File: config.mk
export PLATFORM = sky130hd
export DESIGN_NAME = instr_fetch_unit
export DESIGN_NICKNAME = d
export VERILOG_FILES = /design/src/rtl/instr_fetch_unit.sv
export SDC_FILE = /design/constraint.sdc
export NUM_CORES = 1
export LEC_CHECK = 0
export CAP_MARGIN = 10
export CELL_PAD_IN_SITES_DETAIL_PLACEMENT = 0
export CELL_PAD_IN_SITES_GLOBAL_PLACEMENT = 1
export CORE_ASPECT_RATIO = 1.2
export CORE_MARGIN = 2
export CORE_UTILIZATION = 40
export CTS_CLUSTER_SIZE = 8
export DETAILED_ROUTE_END_ITERATION = 7
export PLACE_DENSITY = 0.88
export RECOVER_POWER = 50
export SLEW_MARGIN = 10
export SYNTH_ARGS = -nofsm -noshare
export SYNTH_HDL_FRONTEND = slang
export SYNTH_SLANG_ARGS = --single-unit
File: constraint.sdc
create_clock -name clk -period 5.95 [get_ports clk]
set_input_delay 1.785 -clock clk [delete_from_list [all_inputs] [get_ports clk]]
set_output_delay 1.785 -clock clk [all_outputs]
set_load 0.005 [all_outputs]
File: src/rtl/instr_fetch_unit.sv
//==============================================================================
// Module   : instr_fetch_unit
// Brief    : IF stage with stall hold buffer and flush drain of in-flight fetch
// Revision : 1.0
//==============================================================================
`default_nettype none

module instr_fetch_unit #(
    parameter int ADDR_W  = 16,
    parameter int INSTR_W = 32
) (
    input  logic               clk,
    input  logic               reset,
    input  logic [ADDR_W-1:0]  pc_in,
    output logic               pc_stall,
    input  logic               stall_in,
    input  logic               flush_in,
    output logic               imem_req,
    output logic [ADDR_W-1:0]  imem_addr,
    input  logic               imem_ready,
    input  logic [INSTR_W-1:0] imem_rdata,
    output logic               if_valid,
    output logic [INSTR_W-1:0] if_instr,
    output logic [ADDR_W-1:0]  if_pc,
    output logic [15:0]        fetch_count
);

    typedef enum logic [1:0] {
        FETCH = 2'd0,
        HOLD  = 2'd1,
        DRAIN = 2'd2
    } state_t;

    state_t             state_q, state_d;
    logic               if_valid_q, if_valid_d;
    logic [INSTR_W-1:0] if_instr_q, if_instr_d;
    logic [ADDR_W-1:0]  if_pc_q, if_pc_d;
    logic [15:0]        fetch_count_q, fetch_count_d;
    logic [INSTR_W-1:0] hold_instr_q, hold_instr_d;
    logic [ADDR_W-1:0]  hold_pc_q, hold_pc_d;
    logic [ADDR_W-1:0]  drain_addr_q, drain_addr_d;

    always_ff @(posedge clk) begin
        if (!reset) begin
            state_q       <= FETCH;
            if_valid_q    <= 1'b0;
            if_instr_q    <= '0;
            if_pc_q       <= '0;
            fetch_count_q <= '0;
            hold_instr_q  <= '0;
            hold_pc_q     <= '0;
            drain_addr_q  <= '0;
        end else begin
            state_q       <= state_d;
            if_valid_q    <= if_valid_d;
            if_instr_q    <= if_instr_d;
            if_pc_q       <= if_pc_d;
            fetch_count_q <= fetch_count_d;
            hold_instr_q  <= hold_instr_d;
            hold_pc_q     <= hold_pc_d;
            drain_addr_q  <= drain_addr_d;
        end
    end

    always_comb begin
        state_d       = state_q;
        if_valid_d    = if_valid_q;
        if_instr_d    = if_instr_q;
        if_pc_d       = if_pc_q;
        fetch_count_d = fetch_count_q;
        hold_instr_d  = hold_instr_q;
        hold_pc_d     = hold_pc_q;
        drain_addr_d  = drain_addr_q;
        pc_stall      = 1'b0;
        imem_req      = (state_q != HOLD);
        imem_addr     = pc_in;

        // An unstalled decode stage with nothing new to consume sees a bubble.
        unique case (state_q)
            FETCH: begin
                if (flush_in) begin
                    if_valid_d = 1'b0;
                    if (!imem_ready) begin
                        drain_addr_d = pc_in;
                        state_d      = DRAIN;
                    end
                end else if (imem_ready && !stall_in) begin
                    if_valid_d    = 1'b1;
                    if_instr_d    = imem_rdata;
                    if_pc_d       = pc_in;
                    fetch_count_d = fetch_count_q + 16'd1;
                end else if (imem_ready) begin
                    hold_instr_d = imem_rdata;
                    hold_pc_d    = pc_in;
                    state_d      = HOLD;
                    pc_stall     = 1'b1;
                end else begin
                    pc_stall = 1'b1;
                    if (!stall_in) if_valid_d = 1'b0;
                end
            end
            HOLD: begin
                if (flush_in) begin
                    if_valid_d = 1'b0;
                    state_d    = FETCH;
                end else if (!stall_in) begin
                    if_valid_d    = 1'b1;
                    if_instr_d    = hold_instr_q;
                    if_pc_d       = hold_pc_q;
                    fetch_count_d = fetch_count_q + 16'd1;
                    state_d       = FETCH;
                end else begin
                    pc_stall = 1'b1;
                end
            end
            DRAIN: begin
                imem_addr = drain_addr_q;
                if (flush_in) begin
                    if_valid_d = 1'b0;
                end else begin
                    pc_stall = 1'b1;
                    if (imem_ready) state_d = FETCH;
                    if (!stall_in) if_valid_d = 1'b0;
                end
            end
            default: begin
                state_d = FETCH;
            end
        endcase

        if (!reset) begin
            pc_stall = 1'b0;
            imem_req = 1'b0;
        end
    end

    assign if_valid    = if_valid_q;
    assign if_instr    = if_instr_q;
    assign if_pc       = if_pc_q;
    assign fetch_count = fetch_count_q;

endmodule

`default_nettype wire

# Word-level counts from Yosys, hierarchy flattened

Index checks and enable logic that the tools add are counted.

$add $sub $neg: 1
Equality and inequality tests: 14
Mux-type cells: 41
Bitwise logic cells: 3
Reduce and logical (&&, ||, !) cells: 10

Operators with widths:

| kind                                                 | number |
|---|---|
| 2-to-1 mux 16 bit                                    | 9 |
| 2-to-1 mux 32 bit                                    | 4 |
| one-hot mux 16 bit (2 select lines)                  | 2 |
| one-hot mux 32 bit (2 select lines)                  | 1 |
| adder 16 x 1 -> 16 bit (second input constant)       | 1 |
| 2-to-1 mux 2 bit                                     | 8 |
| 2-to-1 mux 1 bit                                     | 14 |
| != test 2 bit (second input constant)                | 6 |
| != test 3 bit (second input constant)                | 4 |
| one-hot mux 1 bit (3 select lines)                   | 2 |
| one-hot mux 2 bit (3 select lines)                   | 1 |
| AND reduction 3 bit                                  | 2 |
| AND reduction 6 bit                                  | 1 |
| AND reduction 5 bit                                  | 1 |
| != test 4 bit (second input constant)                | 1 |
| AND reduction 4 bit                                  | 1 |
| NOT 1 bit                                            | 3 |
| nonzero test 3 bit                                   | 1 |
| equality test 2 x 1 -> 1 bit (second input constant) | 1 |
| equality test 2 bit (second input constant)          | 1 |
| zero test 2 bit                                      | 1 |
| != test 2 x 1 -> 1 bit (second input constant)       | 1 |
| nonzero test 2 bit                                   | 1 |
| logical AND 1 bit                                    | 1 |
| zero test 1 bit                                      | 1 |

Register bits: 131
Bits of input ports: 53
Output and inout port bits: 83
Logic and storage cells: 77

# Longest topological paths before layout

Gate-level depths: netlist of the first run.

Depth in word-level cells: 6
Depth in mapped cells: 9
Gate-level depth less buffers: 6

# Least setup slack after synthesis of the first run

OpenSTA, ideal clock, no wires.

Path kind: input port to output port
Start: input port reset
End: output port imem_req
Arrival time: 2479 ps
Required time: 4165 ps
Path slack: 1686 ps
Cell stages on the path: 4
Path buffers: 2
Path through: inv_1 clkbuf_1 clkbuf_1 nor2_1

Word-level cells in the longest chain between the ends: 1

RTL lines:

| element            | RTL line | source |
|---|---|---|
| start: declaration | 13       | `input logic reset,` |
| 2-to-1 mux 1 bit   | 131      | `if (!reset) begin` |
| end: declaration   | 18       | `output logic imem_req,` |

No other way between the ends.

# Final worst setup path of the first run

Ends and elaborated chain as after synthesis.

==> results of run 1 <==
-- critical path: cells and delay by family --
kind / cells / cell delay (ps)
and+or+nand+nor: 1 / 220
buffers and inverters: 3 / 1540
-- state kept, by name, summed over array words and instances (netlist names) --
register / flops
state_q: 2
fetch_count: 16
if_pc: 16
if_instr: 32
hold_pc_q: 16
hold_instr_q: 32
if_valid: 1
drain_addr_q: 16
-- logic make-up after synthesis --
| logic type | after synthesis | share of synthesized area |
|---|---|---|
| muxes | 66 | 0.119 |
| adders and majority gates | 7 | 0.0153 |
| and+or+nand+nor | 230 | 0.170 |
| buffers and inverters | 56 | 0.0475 |
| DFF | 131 | 0.459 |
| AOI/OAI and AO/OA | 156 | 0.188 |
| xor gates and xnor gates | 1 | 0.00153 |
-- power by group through the flow --
stage	combinational (mW)	clock, mW	sequential (mW)
detailed placement	0.564	0	1.01
global placement	0.553	0	1.01
global route	0.590	1.19	1.00
floorplan	0.327	0	1.01
CTS	0.567	1.16	0.997
finish	0.535	1.13	0.994
-- per-stage QoR --
stage | worst slack [ps] | util | hold slack, ps | total power, mW
after floorplan | 1690 | - | 433 | 1.34
final | 621 | 0.554 | 451 | 2.66
after CTS | 787 | 0.557 | 455 | 2.72
after detailed placement | 793 | 0.511 | 447 | 1.58
after global routing | 442 | 0.554 | 469 | 2.79
after global placement | 832 | 0.511 | 440 | 1.57
-- how the worst max path moves through the flow --
stage             endpoint  depth (start not counted)  slack (ps)  startpoint
5_1_grt        if_instr[8]                          6         440  imem_ready
6_report          imem_req                          4         620       reset
2_1_floorplan     imem_req                          4        1690       reset
3_3_place_gp      pc_stall                          5         830    stall_in
3_5_place_dp      pc_stall                          5         790    stall_in
4_1_cts           pc_stall                          5         790    stall_in
-- final cells by class --
cell class | instances | area [sq um] | area share
clock buffer | 21 | 460 | 0.0598
sequential | 131 | 2620 | 0.341
tap | 171 | 214 | 0.0278
clock inverter | 10 | 180 | 0.0234
multi-input combinational | 460 | 2810 | 0.365
timing repair buffer | 141 | 1390 | 0.180
inverter | 6 | 23.8 | 0.00309
-- per-layer routing --
metal,up-vias,track usage,share of wire
li1,2475,-,-
met3,25,0.0646,0.065
met4,0,0.0671,0.018
met2,147,0.326,0.50
met1,2322,0.220,0.41
met5,-,0,0
-- cell usage in the layout, fill, tap and decap left out, types with 3 or more instances in the layout --
master / instances
sky130_fd_sc_hd__or4_1: 6
sky130_fd_sc_hd__bufinv_16: 5
sky130_fd_sc_hd__a21oi_1: 83
sky130_fd_sc_hd__a211oi_2: 19
sky130_fd_sc_hd__or3_1: 7
sky130_fd_sc_hd__clkbuf_16: 17
sky130_fd_sc_hd__nor2_1: 50
sky130_fd_sc_hd__clkinv_2: 3
sky130_fd_sc_hd__o31ai_1: 6
sky130_fd_sc_hd__inv_1: 5
sky130_fd_sc_hd__clkdlybuf4s50_1: 67
sky130_fd_sc_hd__nand4_1: 3
sky130_fd_sc_hd__nand2_1: 141
sky130_fd_sc_hd__ha_1: 6
sky130_fd_sc_hd__o21ai_0: 9
sky130_fd_sc_hd__dfxtp_1: 131
sky130_fd_sc_hd__nand3_1: 8
sky130_fd_sc_hd__clkbuf_1: 4
sky130_fd_sc_hd__buf_4: 3
sky130_fd_sc_hd__a211oi_1: 29
sky130_fd_sc_hd__dlygate4sd3_1: 68
sky130_fd_sc_hd__mux2i_1: 50
sky130_fd_sc_hd__mux2_2: 16
==> results.md, run 1 <==
- Across all layers, the routed design uses 4,969 vias.
- The run finished, with violations left.
- The average instance area after synthesis is a little under 9 sq um.
- The number of global-route vias before repair is 4,702.
- Measured in cells, the most critical reg-to-reg path has a length of 8.
- The final antenna-violating net count is 0.
- The peak supply drop is 0.000169 V.
- The top achievable clock speed is between 0.15 and 0.2 GHz.
- The power dissipated by switching net loads is 0.683 mW.
- The final-layout setup total negative slack is 0 ps.
- The effective utilization at floorplan is 0.412.
- The remaining max-slew budget at the tightest pin is -0.330.
- The tool flagged a number of max-cap violations equal to 2.
- The worst reg2reg path startpoint is state_q[1].
- The leakage power is roughly 2.8 nW.
- The number of fillers in the final layout is 1,266.
- The detail-routed via count per cell is 5.29.
- The share of flip-flops with an asynchronous set or reset after synthesis is 0.
- The launch point of the worst hold path is hold_pc_q[15].
- The maximum count of clock buffers along a single path is 2.
- The number of enable-type register cells in the synthesized netlist is 0.
- The maximum fanout encountered on the critical timing path is 7.
- Of all cell types, the one taking the most synthesized area is sky130_fd_sc_hd__dfxtp_1.
- The maximum number of pins on one net before global-route repair is 90.
- The worst min-delay path category is reg2reg.
- Row generation in the floorplan step produced 47 rows.
- After synthesis, the cell types taking the most area are sky130_fd_sc_hd__dfxtp_1 46%, sky130_fd_sc_hd__nand2_1 9.3%, sky130_fd_sc_hd__mux2i_1 8.8%.
- In this run the tool buffered the top-level ports with 135 buffer cells.
- The number of endpoints with negative hold slack in the final report is 0.
- For this run, design rule violations remaining after detail routing come to 10.
- In this run the post-CTS setup repair buffer count came out at 0.
- The checks that failed: DRC, capacitance limit, slew limit.
- When the netlist entered floorplanning its net count stood at roughly 710.
- The first detailed-routing pass took 6 iterations.
- The cell sitting at the root of the clock tree is a sky130_fd_sc_hd__clkbuf_16.
- The number of diodes is 0.
- After synthesis the netlist holds a flip-flop and latch count of 131.
- Counting the buffers created by CTS gives 17.
- The number of pins exceeding their max-slew limit in the final report came to 121.
- The die covers between 0.015 and 0.02 sq mm.
- The I/O pin count is roughly 140.
- The path type of the worst setup path is in2out.
- For this run, the number of Yosys warnings is 0.
- For this run the aggregate overflow at the end of global routing stands at 0.
- After clock tree synthesis, the repair step resized 0 gates.
- In this run, post-CTS hold repair placed 0 buffers.
- The critical path launch point type is an input pin.
- The layout net count is 817.
- The core box area is ~0.014 sq mm.
- At the end of routability-driven placement, the weighted congestion stood at slightly below 0.8.
- The HPWL after detailed placement is 9.33 mm.
- The share of synthesized area in the top cell type comes to 0.459.
- The pin slew with the least headroom to its limit is 1990 ps.
- The part of the total power dissipated in combinational logic is 0.201.
- The most frequently used flop master after synthesis is sky130_fd_sc_hd__dfxtp_1.
- After routing the design area is slightly below 0.008 sq mm.
- The clock sink total is 131.
- The post-detailed-route wirelength per cell is ~15 um.
- The first-pass GRT wire length is 23.1 mm.
- The die width is 113 um.
- The total standard cell area after synthesis is 0.00571 sq mm.
- The signal arrival time at the worst endpoint is 3540 ps.
- The clock-pin slew on the worst setup and hold paths is 50 ps.
- The number of standard cells after synthesis is between 600 and 700.
- For this block, the initial DRC count from the detailed router was 250.
- For the worst setup path, the data required time is 4160 ps.
- Compared with the post-synthesis result, the final layout area differs by 34.7%.
- The fraction of power spent switching nets is 0.257.
- The power share of the sequential group is 0.373.
- In the post-synthesis netlist, the cell with the most instances is sky130_fd_sc_hd__nand2_1.
- The clock network power share is 0.426.
- Counting instances in the post-synthesis netlist gives the leading cell types as 141 x sky130_fd_sc_hd__nand2_1, 131 x sky130_fd_sc_hd__dfxtp_1, 83 x sky130_fd_sc_hd__a21oi_1.
- Once placement finished, the instance area stood at approximately 0.0071 sq mm.
- The endpoint identified for the worst register-to-register timing path is if_instr[8].
- The final setup violation count is 0.
- The post-synthesis cell type count is 39.
- The CTS tree is built.
- Once placement completed, the tool counted placed cells totaling around 900.
- The worst register-to-register path has a setup slack of between 1500 and 2000 ps.
- The clock latency on the worst-skew pair is 410 ps.
- The critical path goes through dlygate4sd3_1 > clkinvlp_2 > nor2_1 > clkdlybuf4s50_1.
- The overall die height is 135 um.
- The proportion of layout cells with a drive suffix above 1 is 0.0949.
- In the global route stage, overall resource usage came out at 0.190.
- The share of the Yosys chip area taken by registers is 0.459.
- The worst hold endpoint is hold_pc_q[15].
- The number of antenna violations at the first check in global routing is 0.
- Setup repair after global routing left no endpoint under its margin.
- The number of cells in the finished layout apart from fillers is 940.
- Across the routed clock network, the largest skew measured is 6.76 ps.
- The clock period minus final worst setup slack is 5330 ps.
- The total power density per cell area is 346 mW/mm^2.
- The cell depth of the worst min-delay path is 2.
- The routed design has 14.3 mm of wire.
- The internal power consumption is 1.98 mW.
- The share of the clock period used by the worst path is 0.896.
- The H-tree was split into 4 levels.
- The kind of end point of the critical path is a primary output.
- The slowest stage of the critical path is the sky130_fd_sc_hd__dlygate4sd3_1 cell.
- For this run, the slowest stage of the critical path takes about 700 ps.
(Power assumes the default switching activity.)
==> inputs of run 2 (changes only) <==
--- a/config.mk
+++ b/config.mk
@@ -5,7 +5,6 @@
 export SDC_FILE = /design/constraint.sdc
 export NUM_CORES = 1
 export LEC_CHECK = 0
-export CAP_MARGIN = 10
 export CELL_PAD_IN_SITES_DETAIL_PLACEMENT = 0
 export CELL_PAD_IN_SITES_GLOBAL_PLACEMENT = 1
 export CORE_ASPECT_RATIO = 1.2
@@ -13,6 +12,7 @@
 export CORE_UTILIZATION = 40
 export CTS_CLUSTER_SIZE = 8
 export DETAILED_ROUTE_END_ITERATION = 7
+export GPL_TIMING_DRIVEN = 0
 export PLACE_DENSITY = 0.88
 export RECOVER_POWER = 50
 export SLEW_MARGIN = 10
==> results.md, run 2 (synthesis gave the netlist of run 1 again) <==
- The die area is 0.0153 sq mm (unchanged).
- The clock period minus final worst setup slack came to 5690 ps (+361 ps).
- The critical path's largest stage delay was 650 ps (-50 ps).
- The number of global-route vias before repair is 5,234 (+11%).
- The number of diodes is 0 (unchanged).
- The core box area is 0.0139 sq mm (unchanged).
- The vias after detailed routing is 5,160 (+3.8%).
- Leaving out fill and tap cells, the most frequent cell in the layout is sky130_fd_sc_hd__nand2_1.
- The signal arrival time at the worst endpoint is 3900 ps (+360 ps).
- The clock latency on the worst-skew pair is 400 ps (about the same).
- The number of fillers in the final layout is 1,301 (+2.8%).
- The clock sink total was 131 (unchanged).
- The overall routed net length is 15.6 mm (+9.5%).
- The final standard cell area without fillers is 0.00787 sq mm (+2.2%).
- The pin slew with the least headroom to its limit is 750 ps (-1240 ps).
- The share of the clock period used by the worst path was 0.956 (+0.0607).
- The remaining max-slew budget at the tightest pin is 0.500 (+0.830).
- The tree is rooted in a sky130_fd_sc_hd__clkbuf_16.
- The worst setup path is launched from an input pin.
- The final estimated routing congestion in global placement is 0.797 (+1.3%).
- The final reports fail on DRC.
- The cell type group with the largest total delay on the critical path is buffers and inverters.
- The detail-routed via count per cell was 5.25 (-0.70%).
- The final-layout setup total negative slack is 0 ps (unchanged).
- The final worst clock skew is 6.61 ps (-0.156 ps).
- The post-cts repair resize count came to 0 (unchanged).
- The number of pins exceeding their max-slew limit in the final report is 0 (-100%).
- The maximum number of pins on one net before global-route repair is 17 (-81%).
- The final antenna-violating net count is 0 (unchanged).
- Walking the worst path, the cells encountered are dlygate4sd3_1 > inv_1 > clkbuf_1 > clkbuf_2 > nor2_1 > clkdlybuf4s50_1.
- The DRC violation count after routing is 9 (-1).
- The residual overflow from global routing is 0 (unchanged).
- The instance area at placement is 0.00728 sq mm (+2.6%).
- The combined area of the multi-input logic cells is 0.00280 sq mm (-0.13%).
- The count of buffers from port buffering is 135 (unchanged).
- The count of buffer and inverter cells on the critical path is 5 (+2).
- The die width is 113 um (unchanged).
- The CTS tree is built.
- The max-capacitance violation count is 0 (-2).
- The count of routing violations after the opening detailed-route iteration was 274 (+9.6%).
- The final setup violation count is 0 (unchanged).
- The min-delay analysis places its worst path in the category reg2reg.
- STA classifies the critical path endpoint as a primary output.
- The count of TritonRoute iterations in the first routing pass was 8 (+2).
- The peak supply drop is 0.000147 V (-13%).
- The level count of the clock H-tree was 4 (unchanged).
- The clock-pin slew on the worst setup and hold paths was 60 ps (about the same).
- The number of endpoints with negative hold slack in the final report is 0 (unchanged).
- The cell row count is 47 (unchanged).
- The path type of the worst setup path is in2out.
- In the layout the commonest cells are 141 x sky130_fd_sc_hd__nand2_1, 131 x sky130_fd_sc_hd__dfxtp_1, 83 x sky130_fd_sc_hd__a21oi_1.
- The post-detailed-route wirelength per cell was 15.9 um (+4.7%).
- Setup repair after global routing left no endpoint under its margin.
- The number of antenna violations at the first check in global routing is 0 (unchanged).
- The area growth from synthesis to layout is 37.7%.
- The top achievable clock speed is 0.176 GHz (-6.3%).
- The I/O pin count is 136 (unchanged).
- The first-pass GRT wire length was 25.4 mm (+10%).
- The data required time at the worst endpoint is 4160 ps (about the same).
- The number of buffers added by the clock tree synthesis step came to 17 (unchanged).
- The layout net count is 861 (+5.4%).
- The overall die height was 135 um (unchanged).
- The maximum fanout encountered on the critical timing path is 10 (+3).
- The leakage power was 2.88 nW (+3.7%).
- The maximum count of clock buffers along a single path is 2 (unchanged).
- The hold buffer count at CTS is 0 (unchanged).
- The overall global routing resource usage is 0.207 (+0.0175).
- The total power density per cell area is 338 mW/mm^2 (-2.4%).
- The area used by sequential logic in the layout is 0.00262 sq mm (unchanged).
- The effective utilization at floorplan was 0.412 (unchanged).
- The HPWL after detailed placement came to 11.5 mm (+23%).
- The post-CTS setup-driven buffer insertion count is 0 (unchanged).
- The proportion of layout cells with a drive suffix above 1 is 0.102 (+0.00729).
- The master of the slowest instance on the critical path is sky130_fd_sc_hd__dlygate4sd3_1.
- The flow ran to the end, but the final reports show violations.
[run 2: cell types whose count changed in the layout (fill, tap and decap cells not counted), sizes merged]
cell           change
clkbuf            +29
buf               +15
bufinv             -1
clkdlybuf4s50      +1
clkinvlp           -1
dlygate4sd3        -1
inv                +1
[run 2: final timing paths]
path	end	cells past startpoint	slack, ps	from
worst max-delay path	imem_req	6	260	reset
worst min-delay path	drain_addr_q[5]	2	450	drain_addr_q[5]
worst max register to register	if_instr[6]	8	3400	state_q[0]
worst min register to register	drain_addr_q[5]	2	450	drain_addr_q[5]
[run 2: final cells by class]
| cell class | count | area share |
|---|---|---|
| Multi-Input combinational cell | 460 | 0.356 |
| Buffer | 50 | 0.0291 |
| Sequential cell | 131 | 0.333 |
| Tap cell | 171 | 0.0272 |
| Timing Repair Buffer | 135 | 0.172 |
| Clock buffer | 21 | 0.0598 |
| Inverter | 6 | 0.00286 |
| Clock inverter | 9 | 0.0196 |
[run 2: power by group]
group / switching, mW / internal (mW) / leakage (nW)
Clock: 0.368 / 0.729 / 0.301
Sequential: 0.0428 / 0.954 / 1.07
Combinational: 0.287 / 0.276 / 1.51
[run 2: tightest hold or removal path, cell delays in order, from the launching register on]
cell	delay, ps
sky130_fd_sc_hd__dfxtp_1	300
sky130_fd_sc_hd__nand2_1	50
sky130_fd_sc_hd__a21oi_1	50
[run 2: per-stage QoR]
stage | worst slack (ps) | util | total power, mW | hold WS [ps] | cells
2_1_floorplan | 1690 | - | 1.34 | 433 | 647
3_3_place_gp | 190 | 0.524 | 1.59 | 439 | 953
3_5_place_dp | 153 | 0.524 | 1.61 | 443 | 953
4_1_cts | 139 | 0.569 | 2.70 | 452 | 983
5_1_grt | 69.1 | 0.567 | 2.77 | 473 | 983
6_report | 260 | 0.567 | 2.66 | 451 | 983
[run 2: routing by layer]
metal  share of wire  track usage
met5               0            0
met2            0.50        0.365
met3           0.056       0.0498
met1            0.43        0.248
met4           0.015       0.0684
